**config.mk**
```make
export PLATFORM = sky130hd
export DESIGN_NAME = multicycle_ctrl
export DESIGN_NICKNAME = d
export VERILOG_FILES = /design/src/rtl/multicycle_ctrl.sv
export SDC_FILE = /design/constraint.sdc
export NUM_CORES = 1
export LEC_CHECK = 0
export ABC_AREA = 1
export CAP_MARGIN = 25
export CELL_PAD_IN_SITES_DETAIL_PLACEMENT = 0
export CELL_PAD_IN_SITES_GLOBAL_PLACEMENT = 2
export CORE_MARGIN = 5
export CORE_UTILIZATION = 33
export CTS_BUF_LIST = sky130_fd_sc_hd__clkbuf_8
export DETAILED_ROUTE_END_ITERATION = 12
export PLACE_DENSITY = 0.85
export RECOVER_POWER = 100
export SLEW_MARGIN = 20
export SYNTH_ARGS = -nofsm -noshare
export SYNTH_HDL_FRONTEND = slang
export SYNTH_SLANG_ARGS = --single-unit
```
**constraint.sdc**
```tcl
create_clock -name CLK -period 7.3 [get_ports CLK]
set_clock_uncertainty 0.1 [all_clocks]
set_input_delay 1.825 -clock CLK [delete_from_list [all_inputs] [get_ports CLK]]
set_output_delay 1.825 -clock CLK [all_outputs]
set_load 0.005 [all_outputs]
```
**src/rtl/multicycle_ctrl.sv**
```systemverilog
// Multi-cycle FETCH/DECODE/EXEC/MEM/WB sequencer issuing one-cycle write enables.
// Optional feature macro: ILLEGAL_TRAP_EN (illegal opcodes trap instead of retiring as NOP).
module multicycle_ctrl #(
   parameter int CNT_W    = 32,
   parameter int WAIT_MAX = 15
) (
   input  logic             CLK,
   input  logic             RST_N,
   input  logic [6:0]       OP,
   input  logic             IMEM_RDY,
   input  logic             DMEM_RDY,
   output logic             IR_WE,
   output logic             PC_WE,
   output logic             RF_WE,
   output logic             DM_RE,
   output logic             DM_WE,
   output logic [2:0]       STATE,
   output logic             MEM_ERR,
   output logic [CNT_W-1:0] RETIRED
);

   localparam logic [2:0] S_FETCH  = 3'd0;
   localparam logic [2:0] S_DECODE = 3'd1;
   localparam logic [2:0] S_EXEC   = 3'd2;
   localparam logic [2:0] S_MEM    = 3'd3;
   localparam logic [2:0] S_WB     = 3'd4;
   localparam logic [2:0] S_HALT   = 3'd5;
`ifdef ILLEGAL_TRAP_EN
   localparam logic [2:0] S_TRAP   = 3'd6;
`endif

   localparam logic [2:0] C_ILL    = 3'd0;
   localparam logic [2:0] C_LOAD   = 3'd1;
   localparam logic [2:0] C_STORE  = 3'd2;
   localparam logic [2:0] C_ALU    = 3'd3;
   localparam logic [2:0] C_BRANCH = 3'd4;
   localparam logic [2:0] C_JAL    = 3'd5;
   localparam logic [2:0] C_LUI    = 3'd6;
   localparam logic [2:0] C_AUIPC  = 3'd7;

   localparam logic [7:0] WAIT_LIM = 8'(WAIT_MAX);

   logic [2:0]       state_q, state_d;
   logic [2:0]       cls_q, cls_d;
   logic [7:0]       wait_q, wait_d;
   logic             err_q, err_d;
   logic [CNT_W-1:0] ret_q, ret_d;
   logic [2:0]       op_cls;
   logic [7:0]       wait_inc;
   logic             ir_we, pc_we, rf_we, dm_re, dm_we;

   always_comb begin
      case (OP)
         7'b0000011:             op_cls = C_LOAD;
         7'b0100011:             op_cls = C_STORE;
         7'b0110011, 7'b0010011: op_cls = C_ALU;
         7'b1100011:             op_cls = C_BRANCH;
         7'b1101111:             op_cls = C_JAL;
         7'b0110111:             op_cls = C_LUI;
         7'b0010111:             op_cls = C_AUIPC;
         default:                op_cls = C_ILL;
      endcase
   end

   assign wait_inc = wait_q + 8'd1;

   // Wait counter defaults to clear; only a not-ready cycle in FETCH/MEM keeps counting.
   always_comb begin
      state_d = state_q;
      cls_d   = cls_q;
      wait_d  = 8'd0;
      err_d   = err_q;
      ir_we   = 1'b0;
      pc_we   = 1'b0;
      rf_we   = 1'b0;
      dm_re   = 1'b0;
      dm_we   = 1'b0;
      case (state_q)
         S_FETCH: begin
            if (IMEM_RDY) begin
               ir_we   = 1'b1;
               state_d = S_DECODE;
            end else if (wait_inc == WAIT_LIM) begin
               state_d = S_HALT;
               err_d   = 1'b1;
            end else begin
               wait_d = wait_inc;
            end
         end
         S_DECODE: begin
            cls_d = op_cls;
            if (op_cls == C_ILL) begin
`ifdef ILLEGAL_TRAP_EN
               state_d = S_TRAP;
`else
               pc_we   = 1'b1;
               state_d = S_FETCH;
`endif
            end else begin
               state_d = S_EXEC;
            end
         end
         S_EXEC: begin
            case (cls_q)
               C_BRANCH: begin
                  pc_we   = 1'b1;
                  state_d = S_FETCH;
               end
               C_LOAD, C_STORE: state_d = S_MEM;
               default:         state_d = S_WB;
            endcase
         end
         S_MEM: begin
            dm_re = (cls_q == C_LOAD);
            dm_we = (cls_q == C_STORE);
            if (DMEM_RDY) begin
               if (cls_q == C_LOAD) begin
                  state_d = S_WB;
               end else begin
                  pc_we   = (cls_q == C_STORE);
                  state_d = S_FETCH;
               end
            end else if (wait_inc == WAIT_LIM) begin
               state_d = S_HALT;
               err_d   = 1'b1;
            end else begin
               wait_d = wait_inc;
            end
         end
         S_WB: begin
            rf_we   = 1'b1;
            pc_we   = 1'b1;
            state_d = S_FETCH;
         end
         S_HALT: state_d = S_HALT;
`ifdef ILLEGAL_TRAP_EN
         S_TRAP: state_d = S_TRAP;
`endif
         default: state_d = S_FETCH;
      endcase
      ret_d = ret_q + {{(CNT_W-1){1'b0}}, pc_we};
   end

   always_ff @(posedge CLK or negedge RST_N) begin
      if (!RST_N) begin
         state_q <= S_FETCH;
         cls_q   <= C_ILL;
         wait_q  <= 8'd0;
         err_q   <= 1'b0;
         ret_q   <= '0;
      end else begin
         state_q <= state_d;
         cls_q   <= cls_d;
         wait_q  <= wait_d;
         err_q   <= err_d;
         ret_q   <= ret_d;
      end
   end

   // Gating with RST_N keeps IR_WE quiet while reset holds the FSM in FETCH.
   assign IR_WE   = ir_we & RST_N;
   assign PC_WE   = pc_we & RST_N;
   assign RF_WE   = rf_we & RST_N;
   assign DM_RE   = dm_re & RST_N;
   assign DM_WE   = dm_we & RST_N;
   assign STATE   = state_q;
   assign MEM_ERR = err_q;
   assign RETIRED = ret_q;

endmodule

```
==> results.cfg, run 1 <==
[outcome]
status = finished clean

[clock_tree]
path_clk_slew_ns = 0.08
cts_max_level = 2
cts_resized = 0
clkSinkCount = 47
post-cts-setup-buffers = 0
cts_buffers = 5
cts_tree = done
clockBufferDepth = 2
cts_hold_buf = 0
root_buffer = clkbuf_8
clk_latency_ns = 0.30

[global_routing]
grt_pass1_vias = 2174
grt_max_degree = 27
grt_pass1_wl_um = 10900
antenna_found_initial = 0
grt_usage_pct = 13.6
grt_overflow_total = 0

[timing]
max_slew_margin_pct = 7.56
rsz0062_at_grt = false
setup_violations = 0
setup-tns-final_ns = 0
fmax_ghz = 0.175
fin_crit_sh_pct = 78.5
hold_viol = 0
period_needed_ns = 5.73
slew_viol_final = 0
worstMarginPinSlew_ns = 1.39

[floorplan]
die_h_um = 99.0
die-area_um2 = 9800
die_x_um = 99.0
pin_count = 52
num_rows = 32
start_util_pct = 33.8
coreArea_um2 = 7730

[routing]
dr.pass1.iters = 4
via_count = 2243
viasPerCell = 4.62
drt_iter0_markers = 66
antenna_left = 0
wl_per_cell_um = 13.6
drc = 0
wl_um = 6570

[yosys]
ys_types = 30
synth-seq-area-share_pct = 45.0
synth-seq-cells = 47
async_reset_ff_share_pct = 100
netlist.area_leader.share_pct = 45.0
yosys_warnings = 0
synth_area_leader_cell = dfrtp_1
syn_area_um2 = 2620
synthTopCellsByCount = nand2_1, dfrtp_1, nor2_1, inv_1, nand3_1
synth.area.top_cells = dfrtp_1, nand2_1, nor2_1
avgSynthCellArea_um2 = 8.10
syn_nets = 338
syn_inst = 323
synth_ff_type = dfrtp_1
synth_edf_count = 0
yosysMostFrequentCell = nand2_1

[worst_hold_path]
holdCritStartpoint = RETIRED[31]
whs_endpoint = RETIRED[31]
min_path_type = reg2reg
min_path_cells = 1

[layout]
final-seq-area_um2 = 1180
n_fill_cell = 791
nNetsFinal = 397
fin_area_um2 = 3310
drive_gt1_share_pct = 4.44
insertedDiodeCount = 0
multi_input_area_um2 = 1250
area.growth.synth_to_final_pct = 26.7

[power]
ir_drop_mv = 0.142
power.density_nw_per_um2 = 208
p_leak_nw = 1.62

[setup_path]
cp.arrival_ns = 3.80
reg2reg_slack_ns = 4.14
r2r-start = STATE[0]
required_ns = 5.38
critPathCaptureType = output port
rr_worst_depth = 14
path_class = in2out
startpoint_type = primary input
regToRegEndpoint = RETIRED[25]
critical_path.startpoint = RST_N
cp_max_fo = 24

[placed_design]
place_congestion = 0.801
numPortBuffers = 51
post_dp_cell_area_um2 = 3260
detailed_place_hpwl_um = 5230

[flow_run]
maxCapViolations = 0
==> cell type report <==
type                       count  area share, %
clock inverter                 1          0.227
sequential                    47           35.5
clock buffer                   7           2.91
multi-input combinational    237           37.8
inverter                      39           4.42
tap                          102           3.85
timing repair buffer          52           15.3
==> worst max path at each step <==
stage | endpoint | slack (ns)
2_1_floorplan | PC_WE | 2.91
3_3_place_gp | PC_WE | 1.84
3_5_place_dp | PC_WE | 1.82
4_1_cts | PC_WE | 1.81
5_1_grt | PC_WE | 1.22
6_report | PC_WE | 1.57
==> logic make-up (layout without fill, tap and decap cells) <==
family                   count (synthesis)  after routing  synth area share (%)
AO/OA/AOI/OAI                           19             19                  4.11
XOR/XNOR                                27             27                  9.04
adder cells (fa/ha/maj)                  4              4                  1.91
buffers and inverters                   39             99                  5.60
flip-flops                              47             47                  45.0
AND/OR/NAND/NOR                        187            187                  34.4
==> critical path: stages <==
cell and delay, ns:
clkbuf_1 0.92, inv_1 0.27, a21oi_1 0.19, dlygate4sd3_1 0.59
==> cell usage in the layout, fill, tap and decap left out, types with 3 or more instances in the layout <==
master and n:
a21oi_1 8, clkbuf_8 7, clkdlybuf4s50_1 5, dfrtp_1 47, dlygate4sd3_1 45, ha_1 4
inv_1 39, nand2_1 74, nand3_1 22, nand3_2 3, nand4_1 17, nor2_1 44
nor3_1 14, nor4_1 4, o21ai_0 5, xnor2_1 11, xor2_1 16
==> metrics by stage <==
step / hold slack, ns / cells / power (mW) / util, % / setup WS [ns]
2_1_floorplan: 0.368 / 323 / 0.443 / - / 2.91
3_3_place_gp: 0.359 / 477 / 0.536 / 42.1 / 1.84
3_5_place_dp: 0.381 / 477 / 0.539 / 42.1 / 1.82
4_1_cts: 0.393 / 485 / 0.716 / 43.5 / 1.81
5_1_grt: 0.417 / 485 / 0.734 / 42.9 / 1.22
6_report: 0.385 / 485 / 0.690 / 42.9 / 1.57
==> sequential cells by signal (all words and copies together) (netlist names) <==
register,flops
MEM_ERR,1
RETIRED,32
STATE,3
cls_q,3
wait_q,8
==> metal layers <==
layer	global-route usage (%)	vias up	wire [um]
met3	2.48	7	212
met4	3.78	0	76
met2	20.0	40	2830
met5	0	-	0
met1	20.4	1022	3450
li1	-	1174	-
==> report_power, final <==
part / total (mW) / leakage, nW / internal [mW] / switching (mW)
Clock: 0.174 / 0.0505 / 0.0863 / 0.0882
Sequential: 0.333 / 0.632 / 0.293 / 0.0399
Combinational: 0.182 / 0.939 / 0.0818 / 0.0999
Power figures use the tool's default switching activity.
==> run 2, diff against run 1 <==
--- a/config.mk
+++ b/config.mk
@@ -10,10 +10,10 @@
 export CELL_PAD_IN_SITES_DETAIL_PLACEMENT = 0
 export CELL_PAD_IN_SITES_GLOBAL_PLACEMENT = 2
 export CORE_MARGIN = 5
-export CORE_UTILIZATION = 33
+export CORE_UTILIZATION = 28
 export CTS_BUF_LIST = sky130_fd_sc_hd__clkbuf_8
 export DETAILED_ROUTE_END_ITERATION = 12
-export PLACE_DENSITY = 0.85
+export PLACE_DENSITY = 0.76
 export RECOVER_POWER = 100
 export SLEW_MARGIN = 20
 export SYNTH_ARGS = -nofsm -noshare
==> constraint.sdc (replaced) <==
create_clock -name CLK -period 5.2 [get_ports CLK]
set_clock_uncertainty 0.1 [all_clocks]
set_input_delay 1.3 -clock CLK [delete_from_list [all_inputs] [get_ports CLK]]
set_output_delay 1.3 -clock CLK [all_outputs]
set_load 0.005 [all_outputs]
==> run 2 against run 1 <==
  * The run now ends with max-capacitance violations, max-slew violations left
  * Final area rose by 0.60%
  * Combinational power rose by 40%
  * Routed wire length is 0.70% higher
  * Clock power up 57%
  * Hold slack worse by 0.011 ns
  * Die area up 16%
  * Clock-buffer cell count down 2
  * Sequential cell count unchanged
  * Non-clock buffer count unchanged
  * Critical endpoint unchanged
==> results.cfg, run 2 (synthesis gave the netlist of run 1 again) <==
[outcome]
status = complete, but fails checks
violations = max-capacitance violations, max-slew violations

[floorplan]
die_h_um = 107
pin_count = 52
coreArea_um2 = 9150
num_rows = 35
die-area_um2 = 11400
start_util_pct = 28.6
die_x_um = 107

[timing]
fin_crit_sh_pct = 87.2
rsz0062_at_grt = false
max_slew_margin_pct = -0.416
fmax_ghz = 0.220
worstMarginPinSlew_ns = 1.51
hold_viol = 0
setup-tns-final_ns = 0
period_needed_ns = 4.54
setup_violations = 0
slew_viol_final = 28

[clock_tree]
cts_hold_buf = 0
cts_max_level = 2
root_buffer = clkbuf_8
cts_resized = 0
post-cts-setup-buffers = 0
clkSinkCount = 47
cts_buffers = 5
clockBufferDepth = 2
path_clk_slew_ns = 0.09
clk_latency_ns = 0.30
cts_tree = done

[power]
power.density_nw_per_um2 = 299
p_leak_nw = 1.63
power_mw = 0.997
ir_drop_mv = 0.180

[setup_path]
required_ns = 3.80
cp_max_fo = 22
cp.arrival_ns = 3.14
reg2reg_slack_ns = 2.07
startpoint_type = primary input
path_class = in2out
critPathCaptureType = output port
rr_worst_depth = 14
regToRegEndpoint = RETIRED[25]
r2r-start = STATE[0]
critical_path.startpoint = RST_N

[layout]
n_fill_cell = 963
layout_commonest_cell = nand2_1
largest_reg_flops = 32
nNetsFinal = 397
area.growth.synth_to_final_pct = 27.5
final_cell_mix = nand2_1, dfrtp_1, nor2_1
drive_gt1_share_pct = 4.44
insertedDiodeCount = 0

[global_routing]
grt_pass1_vias = 2292
grt_pass1_wl_um = 11200
grt_usage_pct = 12.2
grt_overflow_total = 0
antenna_found_initial = 0
grt_max_degree = 29

[routing]
antenna_left = 0
drt_iter0_markers = 80
wl_per_cell_um = 13.4
via_count = 2259
viasPerCell = 4.57
drc = 0
dr.pass1.iters = 4
wl_um = 6620

[placed_design]
numPortBuffers = 51
place_congestion = 0.804
detailed_place_hpwl_um = 5350

[worst_hold_path]
holdCritStartpoint = RETIRED[31]
min_path_cells = 1
min_path_type = reg2reg
whs_endpoint = RETIRED[31]

[flow_run]
maxCapViolations = 1
-- run 2: how the worst max path moves through the flow --
stage	endpoint	slack, ns	cells after the start
final	PC_WE	0.66	4
after global routing	PC_WE	0.29	4
after CTS	PC_WE	0.73	10
after detailed placement	PC_WE	0.74	10
after global placement	PC_WE	0.77	10
after floorplan	PC_WE	1.86	7
-- run 2: worst max-delay path, stage by stage --
cell	delay, ns
clkbuf_1	0.84
inv_1	0.26
a21oi_1	0.21
clkdlybuf4s50_1	0.53
-- run 2: area by class of cell --
type | count | area (um2) | share of cell area, %
inverter | 39 | 146 | 4.39
tap | 111 | 139 | 4.17
clock buffer | 5 | 68.8 | 2.06
timing repair buffer | 52 | 508 | 15.2
clock inverter | 3 | 43.8 | 1.31
multi-input combinational | 237 | 1250 | 37.6
sequential | 47 | 1180 | 35.3
-- run 2: layer usage --
layer | wire [um] | vias to the layer above | global-route usage (%)
li1 | - | 1172 | -
met1 | 3320 | 1037 | 16.8
met2 | 2990 | 41 | 19.1
met3 | 199 | 9 | 2.23
met4 | 110 | 0 | 4.57
met5 | 0 | - | 0
-- run 2: power breakdown --
part	internal (mW)	total [mW]	switching [mW]
Sequential	0.412	0.470	0.0576
Clock	0.143	0.273	0.130
Combinational	0.116	0.254	0.138
Total	0.672	0.997	0.325
-- run 2: through the flow --
step	instances	hold WS, ns	util (%)	worst slack (ns)	area (um2)
finish	494	0.374	36.4	0.663	3330
global route	494	0.387	36.4	0.290	3330
CTS	494	0.388	36.9	0.729	3380
detailed placement	486	0.369	35.7	0.742	3270
global placement	486	0.360	35.7	0.774	3270
floorplan	323	0.368	-	1.86	2620
==> RTL edit 1: new RTL, flow settings as in run 2 <==
Register the output `RETIRED` once more, cleared by the reset; this adds one clock of latency there. The other outputs are not delayed to match.
--- a/src/rtl/multicycle_ctrl.sv
+++ b/src/rtl/multicycle_ctrl.sv
@@ -165,7 +165,13 @@
    assign DM_WE   = dm_we & RST_N;
    assign STATE   = state_q;
    assign MEM_ERR = err_q;
-   assign RETIRED = ret_q;
+   always_ff @(posedge CLK or negedge RST_N) begin
+      if (!RST_N) begin
+         RETIRED <= '0;
+      end else begin
+         RETIRED <= ret_q;
+      end
+   end
 
 endmodule
 
Function: changed (Yosys sat finds a counterexample within 4 cycles, from zero or initial values and one cycle with RST_N low).
==> RTL edit 1 against run 2 <==
- power rose by 60%
- the run still ends with max-capacitance violations, max-slew violations left
- largest power group unchanged
- global-route usage is 1.1 points lower
- combinational power rose by 4%
- highest routed layer unchanged
- area after synthesis rose by 31%
- first-iteration DRC count down 13%
- cell area increased by 30%
- sequential share of layout area is 10 points higher
- sequential cell count rose by 32
- setup slack got worse by 0.020 ns
- wire length is 15% higher
==> RTL edit 1: results (changes against run 2) <==
The post-placement cell count came out at 554 (+14%). The static power due to leakage is 2.13 nW (+31%), and the all-layer global routing usage is 11.1% (-1.1 points). The final-stage net count is 433 (+9.1%), and the met3 usage is 2.10% (-0.12 points). The tools report the worst min-delay path startpoint as ret_q[0]$_DFF_PN0_. The clock-pin slew of the registers on the worst-case setup and hold paths came out at 0.07 ns (-0.02 ns).

The origin of the critical flop-to-flop path is STATE[2]$_DFF_PN0_. The critical path data arrival time is 3.16 ns (+0.02 ns). Tracing the worst setup path back leads to its startpoint at OP[1].

Number of DRC markers after the initial detailed-route iteration: 70 (-13%). In the post-synthesis netlist, the biggest area contributors are sky130_fd_sc_hd__dfrtp_1 (58%), sky130_fd_sc_hd__nand2_1 (7.9%), sky130_fd_sc_hd__nor2_1 (4.5%). The logs give 1 (unchanged) for the max-cap check violation count and 15.4% (-1.4 points) for the global-route met1 utilization.

The run gives 4120 sq um (+26%) as the cell area after placement. The logs give 0.35 ns (+0.05 ns) for the clock network latency to the later pin of the worst-skew pair and 1208 (+25%) for the number of fill cells in the layout. The actual slew at the worst max-slew pin came out at 1.59 ns (+0.0865 ns). The flow ran to the end, but the final reports show violations. By count the netlist is led by sky130_fd_sc_hd__dfrtp_1 (79), sky130_fd_sc_hd__nand2_1 (72), sky130_fd_sc_hd__nor2_1 (41), sky130_fd_sc_hd__inv_1 (38), sky130_fd_sc_hd__nand3_1 (21). The sink of the worst hold path was RETIRED[0]$_DFF_PN0_. The final reports fail on max-capacitance violations, max-slew violations.

The total number of vias was 2529 (+12%); the number of cells traversed by the worst hold path was 0 (-1). For the deepest level of the CTS H-tree, the log shows 3 (+1). The path depth of the worst reg2reg path is 13 (-1), and the average size of a mapped cell is 9.62 sq um (+19%). The run gives 5.75 mm (+7.4%) as the HPWL after detailed placement. The max-slew violation total from the final report is 68 (+140%).
[RTL edit 1: cell count changes after synthesis, sizes merged]
cell   change
dfrtp     +32
[RTL edit 1: logic make-up (layout without fill, tap and decap cells)]
logic type                 count (synthesis)  count (layout)  share of synthesized area [%]
AOI/OAI and AO/OA                         19              19                           3.15
xor gates and xnor gates                  27              27                           6.92
adders and majority gates                  4               4                           1.47
buffers and inverters                     39             107                           4.29
DFF                                       79              79                           57.9
and+or+nand+nor                          187             187                           26.3
[RTL edit 1: power breakdown]
group / internal [mW] / total, mW / switching (mW)
Sequential: 0.685 / 0.748 / 0.0635
Clock: 0.365 / 0.581 / 0.217
Combinational: 0.116 / 0.264 / 0.148
[RTL edit 1: metrics by stage]
| step | setup slack, ns | hold slack (ns) | utilization, % |
|---|---|---|---|
| finish | 0.643 | 0.290 | 36.2 |
| global route | 0.485 | 0.308 | 36.2 |
| CTS | 0.754 | 0.297 | 36.6 |
| detailed placement | 0.746 | 0.271 | 34.4 |
| global placement | 0.788 | 0.270 | 34.4 |
| floorplan | 1.86 | 0.260 | - |
[RTL edit 1: routing by layer]
| metal | routed length (um) | up-vias | part of all wire, % |
|---|---|---|---|
| li1 | - | 1276 | - |
| met2 | 3400 | 46 | 45 |
| met3 | 208 | 11 | 2.7 |
| met4 | 163 | 0 | 2.1 |
| met5 | 0 | - | 0 |
| met1 | 3810 | 1196 | 50 |
[RTL edit 1: layout make-up]
type | count | share of cell area, %
Clock inverter | 7 | 3.15
Clock buffer | 9 | 2.86
Timing Repair Buffer | 52 | 11.8
Multi-Input combinational cell | 237 | 28.9
Tap cell | 147 | 4.25
Sequential cell | 79 | 45.7
Inverter | 39 | 3.38
==> RTL edit 2: new RTL, flow settings as in run 2 <==
Without the edit above. Set the parameter `CNT_W` to 64 (it was 32).
--- a/src/rtl/multicycle_ctrl.sv
+++ b/src/rtl/multicycle_ctrl.sv
@@ -1,7 +1,7 @@
 // Multi-cycle FETCH/DECODE/EXEC/MEM/WB sequencer issuing one-cycle write enables.
 // Optional feature macro: ILLEGAL_TRAP_EN (illegal opcodes trap instead of retiring as NOP).
 module multicycle_ctrl #(
-   parameter int CNT_W    = 32,
+   parameter int CNT_W    = 64,
    parameter int WAIT_MAX = 15
 ) (
    input  logic             CLK,
Ports: changed (resized RETIRED); port bits go from 52 to 84. The function was not compared with the original's and may differ.
==> RTL edit 2 against run 2 <==
- the run still ends with max-capacitance violations, max-slew violations left
- register-to-register slack got worse by 0.20 ns
- power grew 48%
- sequential cell count grew 32
- area after synthesis rose by 74%
- wire length increased by 120%
- setup slack got worse by 0.084 ns
- core utilization shrank 0.13 points
- cell area is 74% higher
- synthesized cell count grew 87%
- via count grew 84%
- critical path type unchanged
- largest cell class unchanged
- highest routed layer unchanged
==> RTL edit 2: results (changes against run 2) <==
The max-slew violation total from the final report is 39 (+39%), and the routed length on met2 is 6.48 mm (+120%). The run gives 14.7 mm (+120%) as the post-detailed-routing wire length. The largest net degree at the start of global routing is 43 (+48%). The portion of the layout cell area used by clock cells was 3.42% (+0.038 points). The count of cell types in the netlist was 26 (-13%); the number of flip-flops in the largest register was 64 (+100%). Ranked by instance count, the synthesized netlist is headed by sky130_fd_sc_hd__nand2_1 (163), sky130_fd_sc_hd__nor2_1 (106), sky130_fd_sc_hd__dfrtp_1 (79), sky130_fd_sc_hd__inv_1 (66), sky130_fd_sc_hd__nand3_1 (39). The checks that failed: max-capacitance violations, max-slew violations. The non-clock buffer total of the final layout works out to 85 (+63%).

The count of clock buffers in the final design was 11 (+6); the critical path data arrival time was 3.22 ns (+0.08 ns). The all-layer global routing usage is 16.0% (+3.9 points), and the HPWL after detailed placement is 12.0 mm (+120%). The share of cell area taken by flip-flops and latches works out to 34.2% (-1.1 points). The path depth of the worst reg2reg path came out at 13 (-1).

The number of port buffers works out to 83 (+63%). Max-cap check violation count: 1 (unchanged). The non-clock buffer contribution to total cell area works out to 14.5% (-0.77 points). The weighted congestion reported at the end of routability-driven placement is 0.886 (+10%), and the multi-input gate share of the layout cell area is 38.8% (+1.2 points). The largest fanout on the critical path was 4 (-82%); the static power due to leakage was 2.67 nW (+64%). Worst min-delay path startpoint: RETIRED[62]$_DFF_PN0_. The flow ran to the end, but the final reports show violations. The final-stage net count is 716 (+80%).
RTL edit 2: logic make-up after synthesis:
logic type / Yosys count / synth area share [%]
buf+inv: 70 / 5.76
compound gates: 16 / 1.87
fa+ha+maj: 4 / 1.10
flops: 79 / 43.3
simple gates: 378 / 36.8
xor+xnor: 58 / 11.1
RTL edit 2: worst max-delay path, stage by stage:
cell,delay (ns)
sky130_fd_sc_hd__dlygate4sd3_1,0.58
sky130_fd_sc_hd__nor4_1,0.47
sky130_fd_sc_hd__nor2_1,0.12
sky130_fd_sc_hd__nand2_1,0.10
sky130_fd_sc_hd__a21oi_1,0.06
sky130_fd_sc_hd__dlygate4sd3_1,0.58
RTL edit 2: power groups by stage:
stage	Sequential (mW)	Clock, mW	Combinational [mW]
after floorplan	0.721	0	0.167
after global routing	0.722	0.517	0.321
final	0.715	0.481	0.280
after CTS	0.718	0.496	0.315
after detailed placement	0.730	0	0.310
after global placement	0.730	0	0.308
